--- src/rtl/dsp_sys_arr_pkg.sv ---
// rtl/dsp_sys_arr_pkg.sv - shared types for the systolic-array datapath and its FIFO readers
//
// Contents:
//   WORD_W          width of one array data word
//   word_t          one array data word, as carried by the FIFOs and edge feeders
//   reader_state_t  fifo_stream_reader FSM states (IDLE, STREAM, DRAIN)
package dsp_sys_arr_pkg;

    localparam int WORD_W = 16;

    typedef logic [WORD_W-1:0] word_t;

    typedef enum logic [1:0] {
        IDLE   = 2'd0,
        STREAM = 2'd1,
        DRAIN  = 2'd2
    } reader_state_t;

endpackage

--- src/rtl/fifo_stream_reader.sv ---
// rtl/fifo_stream_reader.sv - pops an N-word burst from a FWFT FIFO onto a registered valid/ready stream
//
// Ports:
//   CLK, RST    clock and synchronous active-high reset
//   start, len  one-cycle burst request and its length in words (sampled in IDLE only)
//   busy        burst in progress, from the cycle after an accepted start until done
//   done        one-cycle completion pulse (also issued for a zero-length request)
//   fifo_empty  FIFO is_empty
//   fifo_dat    FIFO dat_out, head word while non-empty
//   fifo_pop    FIFO pop, combinational
//   out_valid, out_data, out_last, out_ready
//               downstream stream; out_last marks the final word of the burst
module fifo_stream_reader
    import dsp_sys_arr_pkg::*;
#(
    parameter int LEN_W = 16
) (
    input  logic             CLK,
    input  logic             RST,
    input  logic             start,
    input  logic [LEN_W-1:0] len,
    output logic             busy,
    output logic             done,
    input  logic             fifo_empty,
    input  word_t            fifo_dat,
    output logic             fifo_pop,
    output logic             out_valid,
    output word_t            out_data,
    output logic             out_last,
    input  logic             out_ready
);

    reader_state_t    state;
    logic [LEN_W-1:0] remaining;

    // Pop only when the output register is free or being drained this cycle.
    // The remaining!=0 term keeps the counter from ever wrapping, and RST keeps
    // the FIFO untouched while a burst is being abandoned.
    assign fifo_pop = !RST
                   && (state == STREAM)
                   && !fifo_empty
                   && (remaining != '0)
                   && (!out_valid || out_ready);

    always_ff @(posedge CLK) begin
        if (RST) begin
            state     <= IDLE;
            remaining <= '0;
            busy      <= 1'b0;
            done      <= 1'b0;
            out_valid <= 1'b0;
            out_data  <= '0;
            out_last  <= 1'b0;
        end else begin
            done <= 1'b0;
            unique case (state)
                IDLE: begin
                    if (start) begin
                        if (len != '0) begin
                            remaining <= len;
                            busy      <= 1'b1;
                            state     <= STREAM;
                        end else begin
                            done <= 1'b1;
                        end
                    end
                end
                STREAM: begin
                    if (fifo_pop) begin
                        // Reloading here also covers a handshake in the same cycle,
                        // so out_valid stays high without a bubble.
                        out_data  <= fifo_dat;
                        out_valid <= 1'b1;
                        out_last  <= (remaining == LEN_W'(1));
                        remaining <= remaining - LEN_W'(1);
                        if (remaining == LEN_W'(1)) begin
                            state <= DRAIN;
                        end
                    end else if (out_valid && out_ready) begin
                        out_valid <= 1'b0;
                    end
                end
                DRAIN: begin
                    // The last word is already in the output register; wait for it to leave.
                    if (out_valid && out_ready) begin
                        out_valid <= 1'b0;
                        out_last  <= 1'b0;
                        done      <= 1'b1;
                        busy      <= 1'b0;
                        state     <= IDLE;
                    end
                end
                default: begin
                    state <= IDLE;
                end
            endcase
        end
    end

endmodule

--- config.mk ---
export PLATFORM = sky130hd
export DESIGN_NAME = fifo_stream_reader
export DESIGN_NICKNAME = d
export VERILOG_FILES = /design/src/rtl/dsp_sys_arr_pkg.sv /design/src/rtl/fifo_stream_reader.sv
export SDC_FILE = /design/constraint.sdc
export NUM_CORES = 1
export LEC_CHECK = 0
export ABC_AREA = 1
export BUFFER_PORTS_ARGS = -buffer_cell sky130_fd_sc_hd__buf_2
export CORE_MARGIN = 1
export CORE_UTILIZATION = 25
export CTS_CLUSTER_SIZE = 12
export DETAILED_ROUTE_END_ITERATION = 8
export PLACE_DENSITY = 0.45
export SLEW_MARGIN = 5
export SYNTH_ARGS = -nofsm -noshare
export SYNTH_HDL_FRONTEND = slang
export SYNTH_SLANG_ARGS = --single-unit
--- constraint.sdc ---
create_clock -name CLK -period 1.98 [get_ports CLK]
set_input_delay 0 -clock CLK [delete_from_list [all_inputs] [get_ports CLK]]
set_output_delay 0 -clock CLK [all_outputs]
set_load 0.02 [all_outputs]
# == After elaboration in Yosys (flattened, before gate mapping) ==
# Index checks and enable logic that the tools add are counted.
# classes
reduce_logical,20
n_eq_ne,8
bitwise_logic,0
magnitude_cmp,0
div_mod_pow,0
shift,0
multipliers,0
mux,23
addsub,1
# op_table
operator,n
$mux 16,3
$pmux 16 s2,1
$reduce_bool 16->1,2
$eq 16x1->1 const B,1
$sub 16x1->16 const B,1
$mux 2,5
$mux 1,9
$ne 2x2->1 const B,4
$pmux 1 s2,4
$reduce_and 4->1,2
$pmux 2 s3,1
$reduce_bool 2->1,3
$logic_and 1x1->1,5
$reduce_and 5->1,1
$logic_not 1->1,3
$reduce_and 3->1,1
$eq 2x1->1 const B,1
$eq 2x2->1 const B,1
$logic_not 2->1,1
$ne 2x1->1 const B,1
$reduce_and 2->1,1
$logic_or 1x1->1,1
# totals
input_bits,37
out_inout_bits,21
ram_bits,0
n_memories,0
reg_bits,38
elab_cells,59
latch_bits,0
rom_bits,0

# == Logic depth before layout (Yosys ltp) ==
# Gate-level depths: netlist of the first run.
# depth
depth_word,7
mapped_depth,12
ltp_nobuf,11

# == Least setup slack after synthesis of the first run ==
# No wires, ideal clock.
# synth_timing
path_kind,reg2reg
startpoint,register state[1]
endpoint,register out_data[0]
path_slack_ns,0.370
t_required_ns,1.909
period_less_slack_ns,1.610
stages_incl_launch_ff,12
t_arrival_ns,1.539
path_buffers,3
setup_time_ns,0.071
cell_sequence,dfxtp_1 > inv_1 > ha_1 > buf_6 > inv_2 > nor3_4 > nand3_4 > buf_12 > inv_12 > buf_12 > nand2_4 > a21oi_2
# synth_between
elab_chain_cells,6
# synth_lines
element,line_no,text
from (decl),fifo_stream_reader.sv:33,reader_state_t state;
from (signal assigned),fifo_stream_reader.sv:47,state <= IDLE;
from (signal assigned),fifo_stream_reader.sv:62,state <= STREAM;
from (signal assigned),fifo_stream_reader.sv:77,state <= DRAIN;
$eq 2x1->1,fifo_stream_reader.sv:40,&& (state == STREAM)
$logic_and 1x1->1,fifo_stream_reader.sv:40,
$logic_and 1x1->1,fifo_stream_reader.sv:41,&& !fifo_empty
$logic_and 1x1->1,fifo_stream_reader.sv:42,&& (remaining != '0)
$logic_and 1x1->1,fifo_stream_reader.sv:43,&& (!out_valid || out_ready);
net fifo_pop,fifo_stream_reader.sv:26,"output logic fifo_pop,"
$reduce_and 2->1 (no source line),--,
to (signal assigned),fifo_stream_reader.sv:72,out_data <= fifo_dat;
to (decl),fifo_stream_reader.sv:28,"output word_t out_data,"
# The timed path passes the listed nets, and every way through them passes these cells.
# A chain may end at the register's enable or synchronous reset.

# == Worst setup path in the final report of the first run ==
# layout_timing
startpoint,register state[1]
endpoint,output port fifo_pop
# layout_between
elab_chain_cells,5
# layout_lines
element,line_no
$eq 2x1->1,fifo_stream_reader.sv:40
$logic_and 1x1->1,fifo_stream_reader.sv:40
$logic_and 1x1->1,fifo_stream_reader.sv:41
$logic_and 1x1->1,fifo_stream_reader.sv:42
$logic_and 1x1->1,fifo_stream_reader.sv:43
to (decl),fifo_stream_reader.sv:26
# Every way passes these cells.

==> results of run 1 <==
-- cell type report --
class	instances	area, um^2	area share
clock buffers	5	68.8	0.0220
clock inverters	2	10.0	0.00319
inverters	26	110	0.0351
multi-input cells	269	1510	0.481
flip-flops and latches	38	762	0.243
well taps	133	166	0.0531
repair buffers	78	508	0.162
-- cell usage after synthesis (all sizes together) --
master	n
nand3b	2
clkbuf	4
xor2	3
buf	9
or2	4
ha	7
xnor2	2
nand4	6
nand2	125
o21ai	17
nor3	2
inv	26
dfxtp	38
nor2	53
a22oi	1
a21oi	31
o21bai	1
nand3	13
a31oi	2
-- tightest hold or removal path: stages --
cell,delay (ns)
buf_2,0.11
nand3_1,0.09
a21oi_1,0.07
-- routing by layer --
metal,share of wire,wire (um),up-vias,global-route usage
li1,-,-,1238,-
met1,0.49,3200,1047,0.168
met2,0.45,2970,61,0.223
met3,0.050,326,6,0.0280
met4,0.012,81,0,0.0451
met5,0,0,-,0
-- power groups by stage --
stage	Clock, mW	Combinational [mW]	Sequential (mW)
2_1_floorplan	0	1.83	1.20
3_3_place_gp	0	2.26	1.18
3_5_place_dp	0	2.26	1.18
4_1_cts	0.556	2.30	1.16
5_1_grt	0.588	2.67	1.19
6_report	0.525	2.34	1.16
-- registers in the layout (all words and copies together) (netlist names) --
signal     count
out_last       1
busy           1
out_data      16
remaining     16
out_valid      1
state          2
done           1
-- path summary, 6_finish.rpt --
check / start / endpoint / slack (ns) / depth (start not counted)
min reg2reg: busy$_SDFFE_PP0P_ / busy$_SDFFE_PP0P_ / 0.46 / 2
min: out_ready / done$_SDFF_PP0_ / 0.03 / 3
max reg2reg: state[1]$_SDFFE_PP0P_ / remaining[4]$_SDFFE_PP0P_ / 0.26 / 10
max: state[1]$_SDFFE_PP0P_ / fifo_pop / 0.11 / 8
-- kinds of logic after synthesis --
family / count (synthesis)
AOI/OAI and AO/OA: 52
xor gates and xnor gates: 5
adders and majority gates: 7
buffers and inverters: 39
DFF: 38
and+or+nand+nor: 205
-- per-stage QoR --
step / area (um^2) / hold WS (ns) / instances / util / setup slack (ns)
2_1_floorplan: 2510 / 0.129 / 346 / - / 0.370
3_3_place_gp: 2860 / 0.253 / 527 / 0.294 / 0.193
3_5_place_dp: 2860 / 0.258 / 527 / 0.294 / 0.166
4_1_cts: 3100 / 0.0230 / 550 / 0.319 / 0.0349
5_1_grt: 3130 / 0.0226 / 551 / 0.322 / 0.00919
6_report: 3130 / 0.0292 / 551 / 0.322 / 0.110
-- what timing repair did --
item | 4_1_cts | 5_1_grt
gates resized for setup | 1 | 3
setup buffers | 0 | 1
setup endpoints to repair | 1 | 5
pin swaps | 0 | 1
hold buffers | 16 | 0
hold endpoints to repair | 16 | 0
==> out/results.ini, run 1 <==
[run_status]
status=finished clean

[logic_synthesis]
synth-adder-area-share=0.0349
synthMuxAreaShare=0
synth_top_family_by_area=simple AND/OR/NAND/NOR gates
yosys.area.top_type=dfxtp_1
synth_nets=390
synth-simple-area-share=0.411
synth_top_area_frac=0.303
syn_avg_cell_area_um2=7.25
synthTopCellsByArea=dfxtp_1, nand2_1, nor2_1
ys_ff_latch=38
synth-seq-area-share=0.303
synth_xor_xnor_area_share=0.0175
synth_compound_area_frac=0.138
synthCells=346
netlist_area_mm2=0.00251
ys_types=34
yosysWarnings=0

[global_routing]
grt_pass1_wl_um=10600
grt_overflow=0
grt_max_degree=29
antenna_found_initial=0
grtUsageTotal=0.133
grt_pass1_vias=2264

[power]
ir_worst_vdd_uv=357
seqPwrFrac=0.289
swShare=0.490
p_clk_frac=0.130
powerDensity_mw_per_mm2=1290
leakage_nw=1.46
p_sw_mw=1.98
comb_power_share=0.581
internal_power_mw=2.06
fin_total_pwr_mw=4.03

[die]
dieArea_mm2=0.0104
die_w_um=102
fp.dieH_um=102
rows=36
start_util=0.258
io_pins=58
core_mm2=0.00973

[clocking]
clk_pin_slew_ns=0.08
ctsLongestPathBuffers=2
root_buffer=clkbuf_8
cts_buffers=5
cts_max_level=2
cts_tree=built
insertion_delay_ns=0.29
cts.sinks=38

[timing]
finalSetupViolCount=0
rsz0062_at_grt=false
fmax_mhz=535
hold_viol_final=0
maxSlewViolCount=0
period_minus_slack_ns=1.87
fin_tns_setup_ns=0
slew_headroom=0.706
clock_skew_ns=0.00463
finalCritPeriodShare=0.944
tightest_slew_ns=0.441

[setup_path]
end_kind=output port
cp.arrival_ns=1.87
path_class=register to output port
max_stage_delay_ns=0.33
path_delay_family=buffers and inverters
cp.buffers_inverters=5
startpoint_type=register
slowest_stage=dfxtp_1
required_ns=1.98
cp_max_fo=17
cp_cell_sequence=inv_1 > ha_1 > inv_2 > nor3_4 > nand3_4 > buf_12 > inv_12 > buf_2

[drt]
drc=0
drtPass1Iterations=4
via_per_inst=4.27
wl_um=6580
via_count=2352
first_iter_violations=105
postRouteAntennaNets=0
routedWlPerCell_um=11.9

[placed_design]
dp_hpwl_um=4670
gp_congestion=0.797
numPortBuffers=57

[layout]
syn2layout_area_growth_pct=24.9
final_nets=462
antennaDiodeCount=0
final_common_cell=nand2_1
fillers=1077
drive_gt1_frac=0.330
layout_common_cells=nand2_1, buf_2, nor2_1

[worst_hold_path]
hold_path_class=input port to register

[job]
drv_cap=0

Note: power is estimated with default switching activity, not from simulation.
==> run 2: changes to the inputs <==
--- a/config.mk
+++ b/config.mk
@@ -11,7 +11,7 @@
 export CORE_UTILIZATION = 25
 export CTS_CLUSTER_SIZE = 12
 export DETAILED_ROUTE_END_ITERATION = 8
-export PLACE_DENSITY = 0.45
+export PLACE_DENSITY_LB_ADDON = 0.3
 export SLEW_MARGIN = 5
 export SYNTH_ARGS = -nofsm -noshare
 export SYNTH_HDL_FRONTEND = slang
==> out/results.ini, run 2 (same netlist as run 1, synthesis figures left out) <==
[drt]
drtPass1Iterations=4
drc=0
wl_um=6430
routedWlPerCell_um=11.6
first_iter_violations=76
via_per_inst=4.27
postRouteAntennaNets=0
via_count=2363

[die]
fp.dieH_um=102
dieArea_mm2=0.0104
io_pins=58
core_mm2=0.00973
start_util=0.258
die_w_um=102
rows=36

[worst_hold_path]
min_delay_path_depth=3
hold_start=out_ready
hold_path_class=input port to register
holdPathEnd=done$_SDFF_PP0_

[timing]
clock_skew_ns=0.0156
tightest_slew_ns=0.435
layout_setup_ws_ns=0.153
hold_viol_final=0
fin_tns_setup_ns=0
rsz0062_at_grt=false
fmax_mhz=547
finalSetupViolCount=0
finalCritPeriodShare=0.923
slew_headroom=0.710
fin_hold_ws_ns=0.0256
maxSlewViolCount=0
period_minus_slack_ns=1.83

[global_routing]
grtUsageTotal=0.129
grt_overflow=0
grt_max_degree=29
grt_pass1_vias=2223
antenna_found_initial=0
grt_pass1_wl_um=10500

[run_status]
status=finished clean

[layout]
layout_common_cells=nand2_1, buf_2, nor2_1
final_nets=464
drive_gt1_frac=0.337
fillers=1034
register_area_um2=761
multi_input_area_mm2=0.00151
antennaDiodeCount=0
reg.largest.list=out_data (16), remaining (16), state (2)
final_common_cell=nand2_1
syn2layout_area_growth_pct=26.5

[setup_path]
max_stage_delay_ns=0.39
cp.buffers_inverters=4
cp_max_fo=17
startpoint_type=register
path_class=register to output port
cp.arrival_ns=1.83
r2r.worst_path.cells=11
r2r_setup_slack_ns=0.19
required_ns=1.98
path_delay_family=buffers and inverters
reg2reg_to=remaining[0]$_SDFFE_PP0P_
cp_cell_sequence=inv_1 > ha_1 > nand2_2 > nor2_4 > nand2_4 > nand3_4 > buf_12 > inv_16 > buf_4
slowest_stage=dfxtp_1
end_kind=output port
rr_startpoint=remaining[0]$_SDFFE_PP0P_

[placed_design]
numPortBuffers=57
place_ws_ns=0.115
dp_hpwl_um=4630
gp_congestion=0.833

[clocking]
clk_pin_slew_ns=0.07
cts.sinks=38
cts_tree=built
root_buffer=clkbuf_8
insertion_delay_ns=0.30
cts_max_level=2
cts_buffers=5
ctsLongestPathBuffers=2

[power]
ir_worst_vdd_uv=389
leakage_nw=1.47
fin_total_pwr_mw=4.09
powerDensity_mw_per_mm2=1290

[job]
drv_cap=0

[run 2: repair_timing]
item,4_1_cts,5_1_grt
pin swaps,0,1
buffers inserted,0,3
hold endpoints to repair,16,0
hold buffers,16,0
setup endpoints to repair,1,16
gates resized for setup,2,5
[run 2: layout make-up]
type / count / area share
Multi-Input combinational cell: 269 / 0.476
Sequential cell: 38 / 0.240
Clock inverter: 2 / 0.00394
Inverter: 26 / 0.0359
Timing Repair Buffer: 80 / 0.166
Clock buffer: 6 / 0.0260
Tap cell: 133 / 0.0525
[run 2: how the worst max path moves through the flow]
stage | to | cells past startpoint | from
finish | fifo_pop | 9 | remaining[0]$_SDFFE_PP0P_
global route | fifo_pop | 8 | state[1]$_SDFFE_PP0P_
CTS | fifo_pop | 8 | state[1]$_SDFFE_PP0P_
detailed placement | remaining[10]$_SDFFE_PP0P_ | 8 | state[1]$_SDFFE_PP0P_
global placement | remaining[13]$_SDFFE_PP0P_ | 8 | state[1]$_SDFFE_PP0P_
floorplan | out_data[0]$_SDFFE_PP0P_ | 11 | state[1]$_SDFFE_PP0P_
[run 2: power breakdown]
group	internal, mW	leakage [nW]	switching, mW
combinational	0.877	1.12	1.48
clock	0.280	0.0472	0.288
sequential	0.954	0.310	0.212
[run 2: worst min-delay path, stage by stage]
cell,delay (ns)
buf_2,0.11
nand3_1,0.09
a21oi_1,0.07
[run 2: per-layer routing]
layer	wire, um	share of wire	vias up	GRT usage
li1	-	-	1241	-
met1	3170	0.49	1052	0.165
met2	2790	0.43	62	0.214
met3	386	0.060	8	0.0287
met4	86	0.013	0	0.0429
met5	0	0	-	0
[run 2: metrics by stage]
step	cell area [um^2]	std cells	utilization
2_1_floorplan	2510	346	-
3_3_place_gp	2860	527	0.294
3_5_place_dp	2860	527	0.294
4_1_cts	3120	551	0.321
5_1_grt	3170	554	0.326
6_report	3170	554	0.326
==> run 3: changes to the inputs <==
--- a/config.mk
+++ b/config.mk
@@ -7,6 +7,8 @@
 export LEC_CHECK = 0
 export ABC_AREA = 1
 export BUFFER_PORTS_ARGS = -buffer_cell sky130_fd_sc_hd__buf_2
+export CELL_PAD_IN_SITES_DETAIL_PLACEMENT = 1
+export CELL_PAD_IN_SITES_GLOBAL_PLACEMENT = 1
 export CORE_MARGIN = 1
 export CORE_UTILIZATION = 25
 export CTS_CLUSTER_SIZE = 12
==> out/results.ini, run 3 (same netlist as run 1, synthesis figures left out) <==
[global_routing]
antenna_found_initial=0
grtUsageTotal=0.148
grt_pass1_vias=2511
grt_pass1_wl_um=12000
grt_max_degree=29
grt_overflow=0

[layout]
syn2layout_area_growth_pct=30.1
final_common_cell=nand2_1
antennaDiodeCount=0
drive_gt1_frac=0.347
final_nets=470
final_area_mm2=0.00326
reg.largest.list=out_data (16), remaining (16), state (2)
layout_common_cells=nand2_1, buf_2, nor2_1

[setup_path]
rr_startpoint=state[0]$_SDFFE_PP0P_
end_kind=output port
endpoint=fifo_pop
required_ns=1.98
r2r.worst_path.cells=10
cp_max_fo=17
path_class=register to output port
startpoint_type=register
reg2reg_to=remaining[4]$_SDFFE_PP0P_
crit_start=state[1]$_SDFFE_PP0P_
cp.arrival_ns=1.88
r2r_setup_slack_ns=0.18

[clocking]
ctsLongestPathBuffers=2
clk_pin_slew_ns=0.08
cts_max_level=2
root_buffer=clkbuf_8
insertion_delay_ns=0.30
cts_tree=built
cts_buffers=5
cts.sinks=38

[power]
powerDensity_mw_per_mm2=1350
ir_worst_vdd_uv=481
leakage_nw=1.52

[timing]
clock_skew_ns=0.0104
maxSlewViolCount=0
hold_viol_final=0
fmax_mhz=532
finalSetupViolCount=0
period_minus_slack_ns=1.88
rsz0062_at_grt=true
slew_headroom=0.716
tightest_slew_ns=0.427
fin_hold_ws_ns=0.0287
finalCritPeriodShare=0.950

[job]
drv_cap=0

[die]
rows=36
core_mm2=0.00973
start_util=0.258
fp.dieH_um=102
dieArea_mm2=0.0104
die_w_um=102
io_pins=58

[drt]
wl_um=7230
via_per_inst=4.36
first_iter_violations=53
routedWlPerCell_um=12.9
drc=0
via_count=2440
postRouteAntennaNets=0
drtPass1Iterations=4

[placed_design]
gp_congestion=0.756
dp_hpwl_um=5380
placed_area_mm2=0.00290
numPortBuffers=57

[worst_hold_path]
hold_path_class=input port to register

[run_status]
status=finished clean

run 3: per-stage QoR:
step / total power [mW] / instances / worst slack [ns] / TNS [ns] / utilization
floorplan: 3.03 / 346 / 0.370 / 0 / -
global placement: 3.56 / 530 / 0.165 / 0 / 0.298
detailed placement: 3.59 / 530 / 0.149 / 0 / 0.298
CTS: 4.45 / 554 / 0.0213 / 0 / 0.329
global route: 4.86 / 560 / -0.0283 / -0.0283 / 0.335
finish: 4.42 / 560 / 0.0995 / 0 / 0.335
run 3: where the power goes:
group          internal, mW  switching (mW)  total [mW]
Combinational         0.912            1.54        2.45
Sequential            0.953           0.204        1.16
Clock                 0.505           0.306       0.812
Total                  2.37            2.05        4.42
run 3: worst min-delay path by stage:
stage          depth (start not counted)                       end  slack [ns]   startpoint
2_1_floorplan                          2  out_data[0]$_SDFFE_PP0P_        0.13  fifo_dat[0]
3_3_place_gp                           3  out_data[3]$_SDFFE_PP0P_        0.25  fifo_dat[3]
3_5_place_dp                           3  out_data[3]$_SDFFE_PP0P_        0.26  fifo_dat[3]
4_1_cts                                3           done$_SDFF_PP0_        0.02    out_ready
5_1_grt                                3           done$_SDFF_PP0_        0.04    out_ready
6_report                               3           done$_SDFF_PP0_        0.03    out_ready
run 3: layer usage:
metal / wire (um) / track usage
met1: 3270 / 0.179
met2: 3500 / 0.253
met3: 289 / 0.0274
met4: 174 / 0.0681
met5: 0 / 0
run 3: repair_timing:
item | CTS | global route
hold endpoints to repair | 16 | 0
buffers inserted | 0 | 6
setup endpoints to repair | 1 | 2
pin swaps | 0 | 1
gates resized for setup | 1 | 6
hold buffers | 16 | 0
gates cloned | 0 | 0
run 3: layout make-up:
cell class                      instances  area, um^2
Fill cell                            1266        6470
Multi-Input combinational cell        269        1510
Sequential cell                        38         761
Timing Repair Buffer                   86         571
Tap cell                              133         166
Inverter                               26         114
Clock buffer                            5        68.8
Clock inverter                          3        68.8
run 3: critical path: stages (launching register included):
cell     delay, ns
dfxtp_1       0.33
inv_1         0.10
ha_2          0.19
inv_2         0.10
nor3_4        0.23
nand3_4       0.15
buf_12        0.19
inv_16        0.11
buf_4         0.16
